### config.mk
export PLATFORM = sky130hd
export DESIGN_NAME = poly_bram_sequencer
export DESIGN_NICKNAME = d
export VERILOG_FILES = /design/src/rtl/poly_bram_sequencer.sv
export SDC_FILE = /design/constraint.sdc
export NUM_CORES = 1
export LEC_CHECK = 0
export CORE_ASPECT_RATIO = 0.6
export CORE_UTILIZATION = 37
export CTS_CLUSTER_DIAMETER = 80
export DETAILED_ROUTE_END_ITERATION = 16
export HOLD_SLACK_MARGIN = 0.03
export PLACE_DENSITY = 0.8
export SETUP_SLACK_MARGIN = 0.5
export SKIP_LAST_GASP = 1
export SYNTH_ARGS = -nofsm -noshare
export SYNTH_HDL_FRONTEND = slang
export SYNTH_SLANG_ARGS = --single-unit
### constraint.sdc
create_clock -name clock_i -period 2.9 [get_ports clock_i]
set_clock_uncertainty 0.05 [all_clocks]
set_input_delay 0.87 -clock clock_i [delete_from_list [all_inputs] [get_ports clock_i]]
set_output_delay 0.87 -clock clock_i [all_outputs]
set_load 0.01 [all_outputs]
### src/rtl/poly_bram_sequencer.sv
// BRAM-side mover for the polynomial register bank: streams one operand from BRAM
// into the bank input port, or drains the bank result register back into BRAM.
module poly_bram_sequencer #(
  parameter int WORD_WIDTH = 17,
  parameter int N          = 5,
  parameter int S          = 4,
  parameter int ADDR_WIDTH = 10
) (
  input  logic                  clock_i,
  input  logic                  reset_n_i,
  input  logic                  start_load_i,
  input  logic                  start_store_i,
  input  logic [1:0]            load_sel_i,
  input  logic [ADDR_WIDTH-1:0] base_addr_i,
  output logic                  busy_o,
  output logic                  done_o,
  output logic                  bram_en_o,
  output logic                  bram_we_o,
  output logic [ADDR_WIDTH-1:0] bram_addr_o,
  output logic [WORD_WIDTH-1:0] bram_din_o,
  input  logic [WORD_WIDTH-1:0] bram_dout_i,
  output logic [1:0]            INPUT_reg_sel_o,
  output logic                  INPUT_reg_en_o,
  output logic [WORD_WIDTH-1:0] INPUT_reg_din_o,
  output logic                  RES_reg_shift_o,
  input  logic [WORD_WIDTH-1:0] RES_reg_dout_i
);

  localparam int WORDS = N * S;
  localparam int CNT_W = $clog2(WORDS + 1);

  localparam logic [CNT_W-1:0] LAST_FULL = CNT_W'(WORDS - 1);
  localparam logic [CNT_W-1:0] LAST_MP0  = CNT_W'(N - 1);
  localparam logic [1:0]       SEL_MP0   = 2'd3;

  typedef enum logic [2:0] {
    ST_IDLE,
    ST_LOAD,
    ST_LOAD_LAST,
    ST_STORE,
    ST_DONE
  } state_t;

  state_t                  state_q, state_d;
  logic [CNT_W-1:0]        cnt_q, cnt_d;
  logic [CNT_W-1:0]        last_q, last_d;
  logic [1:0]              sel_q, sel_d;
  logic [ADDR_WIDTH-1:0]   base_q, base_d;
  logic [ADDR_WIDTH-1:0]   cur_addr;
  logic                    last_word;

  // Natural truncation gives the modulo-2^ADDR_WIDTH wrap past the top address.
  assign cur_addr  = base_q + ADDR_WIDTH'(cnt_q);
  assign last_word = (cnt_q == last_q);

  // State and transfer latches
  always_ff @(posedge clock_i or negedge reset_n_i) begin
    if (!reset_n_i) begin
      state_q <= ST_IDLE;
      cnt_q   <= '0;
      last_q  <= '0;
      sel_q   <= '0;
      base_q  <= '0;
    end else begin
      state_q <= state_d;
      cnt_q   <= cnt_d;
      last_q  <= last_d;
      sel_q   <= sel_d;
      base_q  <= base_d;
    end
  end

  // Next state and outputs
  always_comb begin
    state_d         = state_q;
    cnt_d           = cnt_q;
    last_d          = last_q;
    sel_d           = sel_q;
    base_d          = base_q;

    busy_o          = 1'b0;
    done_o          = 1'b0;
    bram_en_o       = 1'b0;
    bram_we_o       = 1'b0;
    bram_addr_o     = '0;
    bram_din_o      = '0;
    INPUT_reg_sel_o = '0;
    INPUT_reg_en_o  = 1'b0;
    INPUT_reg_din_o = '0;
    RES_reg_shift_o = 1'b0;

    case (state_q)
      ST_IDLE: begin
        // Load wins a simultaneous request; the store request is simply dropped.
        if (start_load_i) begin
          state_d = ST_LOAD;
          cnt_d   = '0;
          sel_d   = load_sel_i;
          base_d  = base_addr_i;
          last_d  = (load_sel_i == SEL_MP0) ? LAST_MP0 : LAST_FULL;
        end else if (start_store_i) begin
          state_d = ST_STORE;
          cnt_d   = '0;
          sel_d   = '0;
          base_d  = base_addr_i;
          last_d  = LAST_FULL;
        end
      end

      ST_LOAD: begin
        busy_o          = 1'b1;
        bram_en_o       = 1'b1;
        bram_addr_o     = cur_addr;
        INPUT_reg_sel_o = sel_q;
        // Read data lags the address by one cycle, so the first slot carries nothing.
        if (cnt_q != '0) begin
          INPUT_reg_en_o  = 1'b1;
          INPUT_reg_din_o = bram_dout_i;
        end
        if (last_word) begin
          state_d = ST_LOAD_LAST;
          cnt_d   = '0;
        end else begin
          cnt_d   = cnt_q + CNT_W'(1);
        end
      end

      ST_LOAD_LAST: begin
        busy_o          = 1'b1;
        INPUT_reg_sel_o = sel_q;
        INPUT_reg_en_o  = 1'b1;
        INPUT_reg_din_o = bram_dout_i;
        state_d         = ST_DONE;
      end

      ST_STORE: begin
        busy_o          = 1'b1;
        bram_en_o       = 1'b1;
        bram_we_o       = 1'b1;
        bram_addr_o     = cur_addr;
        bram_din_o      = RES_reg_dout_i;
        RES_reg_shift_o = 1'b1;
        if (last_word) begin
          state_d = ST_DONE;
          cnt_d   = '0;
        end else begin
          cnt_d   = cnt_q + CNT_W'(1);
        end
      end

      ST_DONE: begin
        done_o  = 1'b1;
        state_d = ST_IDLE;
        sel_d   = '0;
      end

      default: begin
        state_d = ST_IDLE;
        cnt_d   = '0;
      end
    endcase
  end

endmodule

==> results of run 1 <==
==> worst max-delay path: cells and delay by family, from the launching register on <==
kind            cells  cell delay, ps
flops               1             360
simple gates        1             150
mux                 1             220
compound gates      2             370
buf+inv             2             210
fa+ha+maj           2             560
==> logic make-up after synthesis <==
group | after synthesis
buffers and inverters | 19
xor gates and xnor gates | 1
AOI/OAI and AO/OA | 41
muxes | 13
DFF | 22
adders and majority gates | 8
and+or+nand+nor | 84
==> metal layers <==
metal	global-route usage (%)	part of all wire, %	up-vias
li1	-	-	961
met1	34.4	44	976
met2	42.6	47	117
met3	4.45	6.1	16
met4	4.84	2.8	0
met5	0	0	-
==> sequential cells by signal, summed over array words and instances, names as in the netlist <==
name	count
base_q	10
sel_q	2
state_q	3
cnt_q	5
last_q	2
==> worst max-delay path by stage <==
| stage | endpoint |
|---|---|
| final | bram_addr_o[8] |
| after global routing | bram_addr_o[8] |
| after CTS | bram_addr_o[8] |
| after detailed placement | bram_addr_o[8] |
| after global placement | bram_addr_o[8] |
| after floorplan | bram_addr_o[6] |
==> per-stage QoR <==
stage / setup slack, ps / setup TNS, ps
after detailed placement: -260 / -1820
after global routing: -212 / -1560
final: -162 / -396
after global placement: -218 / -932
after floorplan: 267 / 0
after CTS: -99.4 / -222
==> repair_timing <==
item / in CTS / in global routing
endpoints found under the setup margin: 52 / 49
cloned: 4 / 1
hold buffers: 0 / 0
hold endpoints to repair: 0 / 0
resized for setup: 247 / 54
setup buffers: 19 / 5
pin swaps: 28 / 14
==> cells in the final DEF (no fill, tap or decap), types with 5 or more instances in the layout <==
master | Yosys | final
buf_6 | 0 | 37
and2_1 | 39 | 20
mux2_2 | 8 | 8
clkdlybuf4s50_1 | 0 | 32
inv_1 | 9 | 5
dlygate4sd2_1 | 0 | 20
nand2_1 | 8 | 8
nor2_1 | 8 | 7
o21ai_0 | 15 | 10
buf_4 | 1 | 30
and2_4 | 0 | 19
buf_2 | 5 | 24
dfrtp_1 | 22 | 19
==> report_power, final <==
group          internal [mW]  switching (mW)
sequential             0.452           0.152
clock                  0.121           0.103
combinational           1.61            1.31
total                   2.18            1.57
==> layout make-up <==
type                            count  area share [%]
Multi-Input combinational cell    152            39.2
Tap cell                           60            2.28
Inverter                            9            1.02
Clock buffer                        4            1.67
Sequential cell                    22            16.8
Timing Repair Buffer              147            39.0
==> summary.txt, run 1 <==
STA
  • Setup-failing EPs final: 5
  • WHS: 484 ps
  • Max-slew violations: 0
  • Worst Max-Slew Pin Slew: 472 ps
  • PnR worst setup slack: -162 ps
  • Slew headroom: approximately two thirds
  • Post-route clock period utilization: 106%
  • RSZ-0062 raised after global routing: yes
  • Max Clock Freq: 327 MHz
  • Min Tclk post-route: 3060 ps
  • Endpoints failing hold: 0

GRT
  • Initial antenna violation count: 0
  • GRT overflow: 0
  • Pin count of the biggest net entering global routing: 23
  • First-pass GRT wire length: approximately 9000 µm
  • GR Util All Layers: between 20% and 30%
  • Vias in the first global route: 1927

Synthesis
  • Mapped Avg Cell Area: 8.86 µm²
  • Adder-Cell Fraction of Synth Area: between 6 and 7%
  • Synth Area in XOR/XNOR: 0.526%
  • Largest family of logic cells by synthesized area: simple AND/OR/NAND/NOR gates
  • Synth area leaders: dfrtp_1, and2_1, mux2_2, ha_1, o21ai_0
  • Cell taking the most area after synthesis: dfrtp_1
  • Yosys Warn Count: 0
  • Synth cell types: between 40 and 50
  • Complex-gate fraction of the synthesized area: 15.7%
  • Simple-Gate Fraction of Synth Area: 30.7%
  • Post-synth top area share: 33.1%
  • Synthesized net count: 246
  • Mapped cell area: 1670 µm²
  • Ys async rst share: 100%
  • Sequential area share after synthesis: 33.1%
  • Top cells by count, synth: and2_1, dfrtp_1, o21ai_0, inv_1
  • Number of flops mapped to enable cells by yosys: 0
  • Most common cell in the netlist: and2_1
  • Synth Flop Type: dfrtp_1
  • #FFs+latches synth: 22
  • Post-synthesis mux area share: between 8 and 9%
  • Post-Synthesis Cells: 188

Placed design
  • HPWL Detailed: approximately 4000 µm
  • I/O Buffers: 101
  • Placed Cells: around 360
  • Routability cong.: 0.820
  • Placed cell areas: 2930 µm²

Worst setup path
  • Max stage delay on crit path: about 360 ps
  • R2R Setup Slk: about 640 ps
  • CP cell instances: ha_2, inv_2, fa_2, nor2b_4, o31a_1, o2111ai_2, mux2i_2, buf_2
  • Critical path startpoint category: flip-flop
  • R2r endpoint: state_q[1]
  • Worst Path Required: about 2000 ps
  • FF-to-FF Start: cnt_q[1]
  • Slowest CP cell: dfrtp_1
  • WP data arrival: approximately 2100 ps
  • Crit path kind: reg2out
  • CP Max Fanout: 3
  • CP Launch Point: base_q[0]
  • Reg2reg path depth: 6
  • Crit. End Element: primary output

Clocking
  • Later-pin clock latency in the skew report: roughly 260 ps
  • TritonCTS Buffers: 3
  • Root buffer cell: clkbuf_8
  • CTS tree: done
  • H-tree levels: 1
  • Clk pin slew, worst setup/hold paths: 80 ps
  • Clock Path Buffers: 2
  • Clock tree sinks: 22

Finish
  • Fraction of layout cells with a size suffix above 1: 49.7%
  • Area growth syn-to-layout: 98.0%
  • Ant diodes: 0
  • Area occupied by multi-input gates: 1290 µm²
  • Final-stage net count: between 300 and 400
  • Finished Cell Area: 3300 µm²
  • Fill cells: 292
  • Non-Filler Instances: 394
  • Final core utilization: about four fifths
  • Sequential standard cell area: 554 µm²

Floorplanning
  • Area of the core: 4210 µm²
  • Initial Util: 39.5%
  • Number of cell rows: 18
  • Die Footprint: 4780 µm²
  • Die Height: 54.0 µm
  • I/O pin total: 102
  • Die W: just under 90 µm

Routing
  • DRC: 0
  • Vias post-DR: around 2100
  • Post-DR vias/cell: 5.25
  • Routed WL: 6720 µm
  • DR pass1 iterations: 5
  • DRT antenna net count: 0
  • Initial drt markers: 107
  • Avg WL per Cell: between 15 and 20 µm

Pwr
  • Tot Pwr: 3.75 mW
  • P_leak: 1.57 nW
  • Cell Pwr Density: ~1100 nW/µm²
  • Peak supply drop: 0.476 mV

Job
  • Max-cap violation count: 0

Hold path
  • Worst hold start: base_q[4]
  • Hold Path Depth: 1
  • Class of the worst hold path: reg2reg
  • Min-Delay Endpoint: base_q[4]

Status
  • Violated checks: setup timing
  • Status: finished, violations left
Note: power is estimated with default switching activity, not from simulation.
==> inputs of run 2 (changes only) <==
--- a/config.mk
+++ b/config.mk
@@ -5,13 +5,13 @@
 export SDC_FILE = /design/constraint.sdc
 export NUM_CORES = 1
 export LEC_CHECK = 0
+export ABC_AREA = 0
 export CORE_ASPECT_RATIO = 0.6
 export CORE_UTILIZATION = 37
 export CTS_CLUSTER_DIAMETER = 80
 export DETAILED_ROUTE_END_ITERATION = 16
 export HOLD_SLACK_MARGIN = 0.03
 export PLACE_DENSITY = 0.8
-export SETUP_SLACK_MARGIN = 0.5
 export SKIP_LAST_GASP = 1
 export SYNTH_ARGS = -nofsm -noshare
 export SYNTH_HDL_FRONTEND = slang
==> run 2 against run 1 <==
Compared with the run above:
- the run still ends with setup timing left
- setup slack got worse by 57 ps
- core utilization fell by 5.1 points
- routed wire length fell by 11%
- cell area fell by 6.6%
- register-to-register slack improved by 90 ps
- sequential cell count did not move
- global-route usage fell by 0.57 points
- first-iteration DRC count rose by 45%
- total power fell by 15%
- sequential share of layout area rose by 1.1 points
- critical path depth did not move
- final cell count fell by 2.8%
- highest routed layer unchanged
==> summary.txt, run 2 (synthesized netlist as in run 1, its figures left out) <==
Status
  • Status: finished, violations left
  • Violated checks: setup timing

STA
  • Worst Max-Slew Pin Slew: 368 ps (-105 ps)
  • Slew headroom: 75.4% (+7.0 points)
  • Max Clock Freq: 321 MHz (-1.8%)
  • Setup-failing EPs final: 16 (+11)
  • RSZ-0062 raised after global routing: yes
  • Endpoints failing hold: 0 (unchanged)
  • WHS: 478 ps (-5.57 ps)
  • PnR worst setup slack: -218 ps (-56.9 ps)
  • Max-slew violations: 0 (unchanged)
  • Min Tclk post-route: 3120 ps (+56.9 ps)
  • Post-route clock period utilization: 108% (+2.0 points)

Floorplanning
  • Initial Util: 39.5% (unchanged)
  • I/O pin total: 102 (unchanged)
  • Number of cell rows: 18 (unchanged)
  • Die Height: 54.0 µm (unchanged)
  • Die W: 88.6 µm (unchanged)
  • Area of the core: 4210 µm² (unchanged)
  • Die Footprint: 4780 µm² (unchanged)

Clocking
  • Clock Path Buffers: 2 (unchanged)
  • Clk pin slew, worst setup/hold paths: 80 ps (about the same)
  • Later-pin clock latency in the skew report: 270 ps (about the same)
  • CTS tree: done
  • H-tree levels: 1 (unchanged)
  • Clock tree sinks: 22 (unchanged)
  • TritonCTS Buffers: 3 (unchanged)
  • Root buffer cell: clkbuf_8

GRT
  • GRT overflow: 0 (unchanged)
  • Vias in the first global route: 1803 (-6.4%)
  • GR Util All Layers: 24.7% (-0.57 points)
  • Initial antenna violation count: 0 (unchanged)
  • Pin count of the biggest net entering global routing: 23 (unchanged)
  • First-pass GRT wire length: 8740 µm (-3.4%)

Worst setup path
  • Critical path startpoint category: flip-flop
  • WP data arrival: 2200 ps (+60 ps)
  • Top delay family on crit path: compound AO/OA/AOI/OAI gates
  • Crit. End Element: primary output
  • CP Max Fanout: 3 (unchanged)
  • Reg2reg path depth: 6 (unchanged)
  • Worst Path Required: 1980 ps (about the same)
  • Most used cell along the critical path: buf_4
  • CP cell instances: ha_1, buf_4, o21a_1, o31a_1, buf_4, o2111ai_2, mux2i_1, buf_2
  • WP buf/inv: 3 (+1)
  • Max stage delay on crit path: 390 ps (+30 ps)
  • WP depth: 8 (unchanged)
  • Crit path kind: reg2out
  • Slowest CP cell: dfrtp_1

Routing
  • Post-DR vias/cell: 5.08 (-3.2%)
  • Routed WL: 5990 µm (-11%)
  • Initial drt markers: 155 (+45%)
  • Vias post-DR: 1947 (-5.9%)
  • Avg WL per Cell: 15.6 µm (-8.3%)
  • DR pass1 iterations: 6 (+1)
  • DRC: 0 (unchanged)
  • DRT antenna net count: 0 (unchanged)

Hold path
  • Class of the worst hold path: reg2reg
  • Hold Path Depth: 1 (unchanged)

Finish
  • Fraction of layout cells with a size suffix above 1: 29.4% (-20 points)
  • Final-stage net count: 382 (-2.8%)
  • Sequential standard cell area: 551 µm² (-0.68%)
  • Regs by FF count: base_q: 10 flops, cnt_q: 5 flops, state_q: 3 flops
  • Area growth syn-to-layout: 85.0%
  • Reg with most FFs: base_q
  • Area occupied by multi-input gates: 1170 µm² (-9.7%)
  • Fill cells: 345 (+18%)
  • Most common cell after layout, fill and taps aside: clkdlybuf4s50_1
  • Max reg flops: 10 (unchanged)
  • Most frequent cells in the layout: clkdlybuf4s50_1, and2_1, buf_4
  • Ant diodes: 0 (unchanged)

Placed design
  • Routability cong.: 0.861 (+5.1%)
  • HPWL Detailed: 4080 µm (+5.1%)
  • I/O Buffers: 101 (unchanged)
  • Setup WS pre-CTS: -323 ps (-63.0 ps)

Job
  • Max-cap violation count: 0 (unchanged)

Pwr
  • P_leak: 1.62 nW (+3.4%)
  • Cell Pwr Density: 1040 nW/µm² (-8.7%)
  • Peak supply drop: 0.510 mV (+7.1%)
run 2: cell type report:
| cell class | count | share of cell area, % |
|---|---|---|
| repair buffers | 137 | 38.9 |
| clock buffers | 4 | 1.79 |
| multi-input cells | 151 | 37.9 |
| inverters | 9 | 1.10 |
| well taps | 60 | 2.44 |
| flip-flops and latches | 22 | 17.9 |
run 2: through the flow:
stage	cell area [µm²]	TNS (ps)	total power [mW]	cells	util, %
after floorplan	1670	0	1.65	188	-
final	3080	-1450	3.20	383	73.2
after global routing	3080	-3350	3.44	383	73.2
after CTS	3010	-1460	3.05	380	71.4
after detailed placement	2850	-3520	2.69	359	67.8
after global placement	2850	-2300	2.64	359	67.8
run 2: repair_timing:
| item | in CTS | in global routing |
|---|---|---|
| pin swaps | 9 | 7 |
| resized for setup | 106 | 31 |
| gates cloned | 3 | 1 |
| buffers inserted | 14 | 2 |
| endpoints found under the setup margin | 44 | 40 |
| hold buffers | 0 | 0 |
run 2: final timing paths:
check | from | endpoint | slack [ps]
worst max-delay path | cnt_q[3] | bram_addr_o[8] | -220
worst min-delay path | base_q[4] | base_q[4] | 480
worst max register to register | cnt_q[0] | state_q[1] | 730
worst min register to register | base_q[4] | base_q[4] | 480
max in group asynchronous | reset_n_i | base_q[6] | 1680
min in group asynchronous | reset_n_i | base_q[0] | 890
run 2: layer usage:
metal	global-route usage, %	up-vias	wire, µm
met5	0	-	0
met1	35.9	932	2910
li1	-	932	-
met2	37.1	78	2690
met3	5.06	5	343
met4	6.72	0	44
run 2: power by group:
part           switching (mW)  internal (mW)  leakage [nW]
clock                   0.105          0.121        0.0288
combinational            1.09           1.27          1.32
sequential              0.163          0.448         0.271
total                    1.36           1.84          1.62
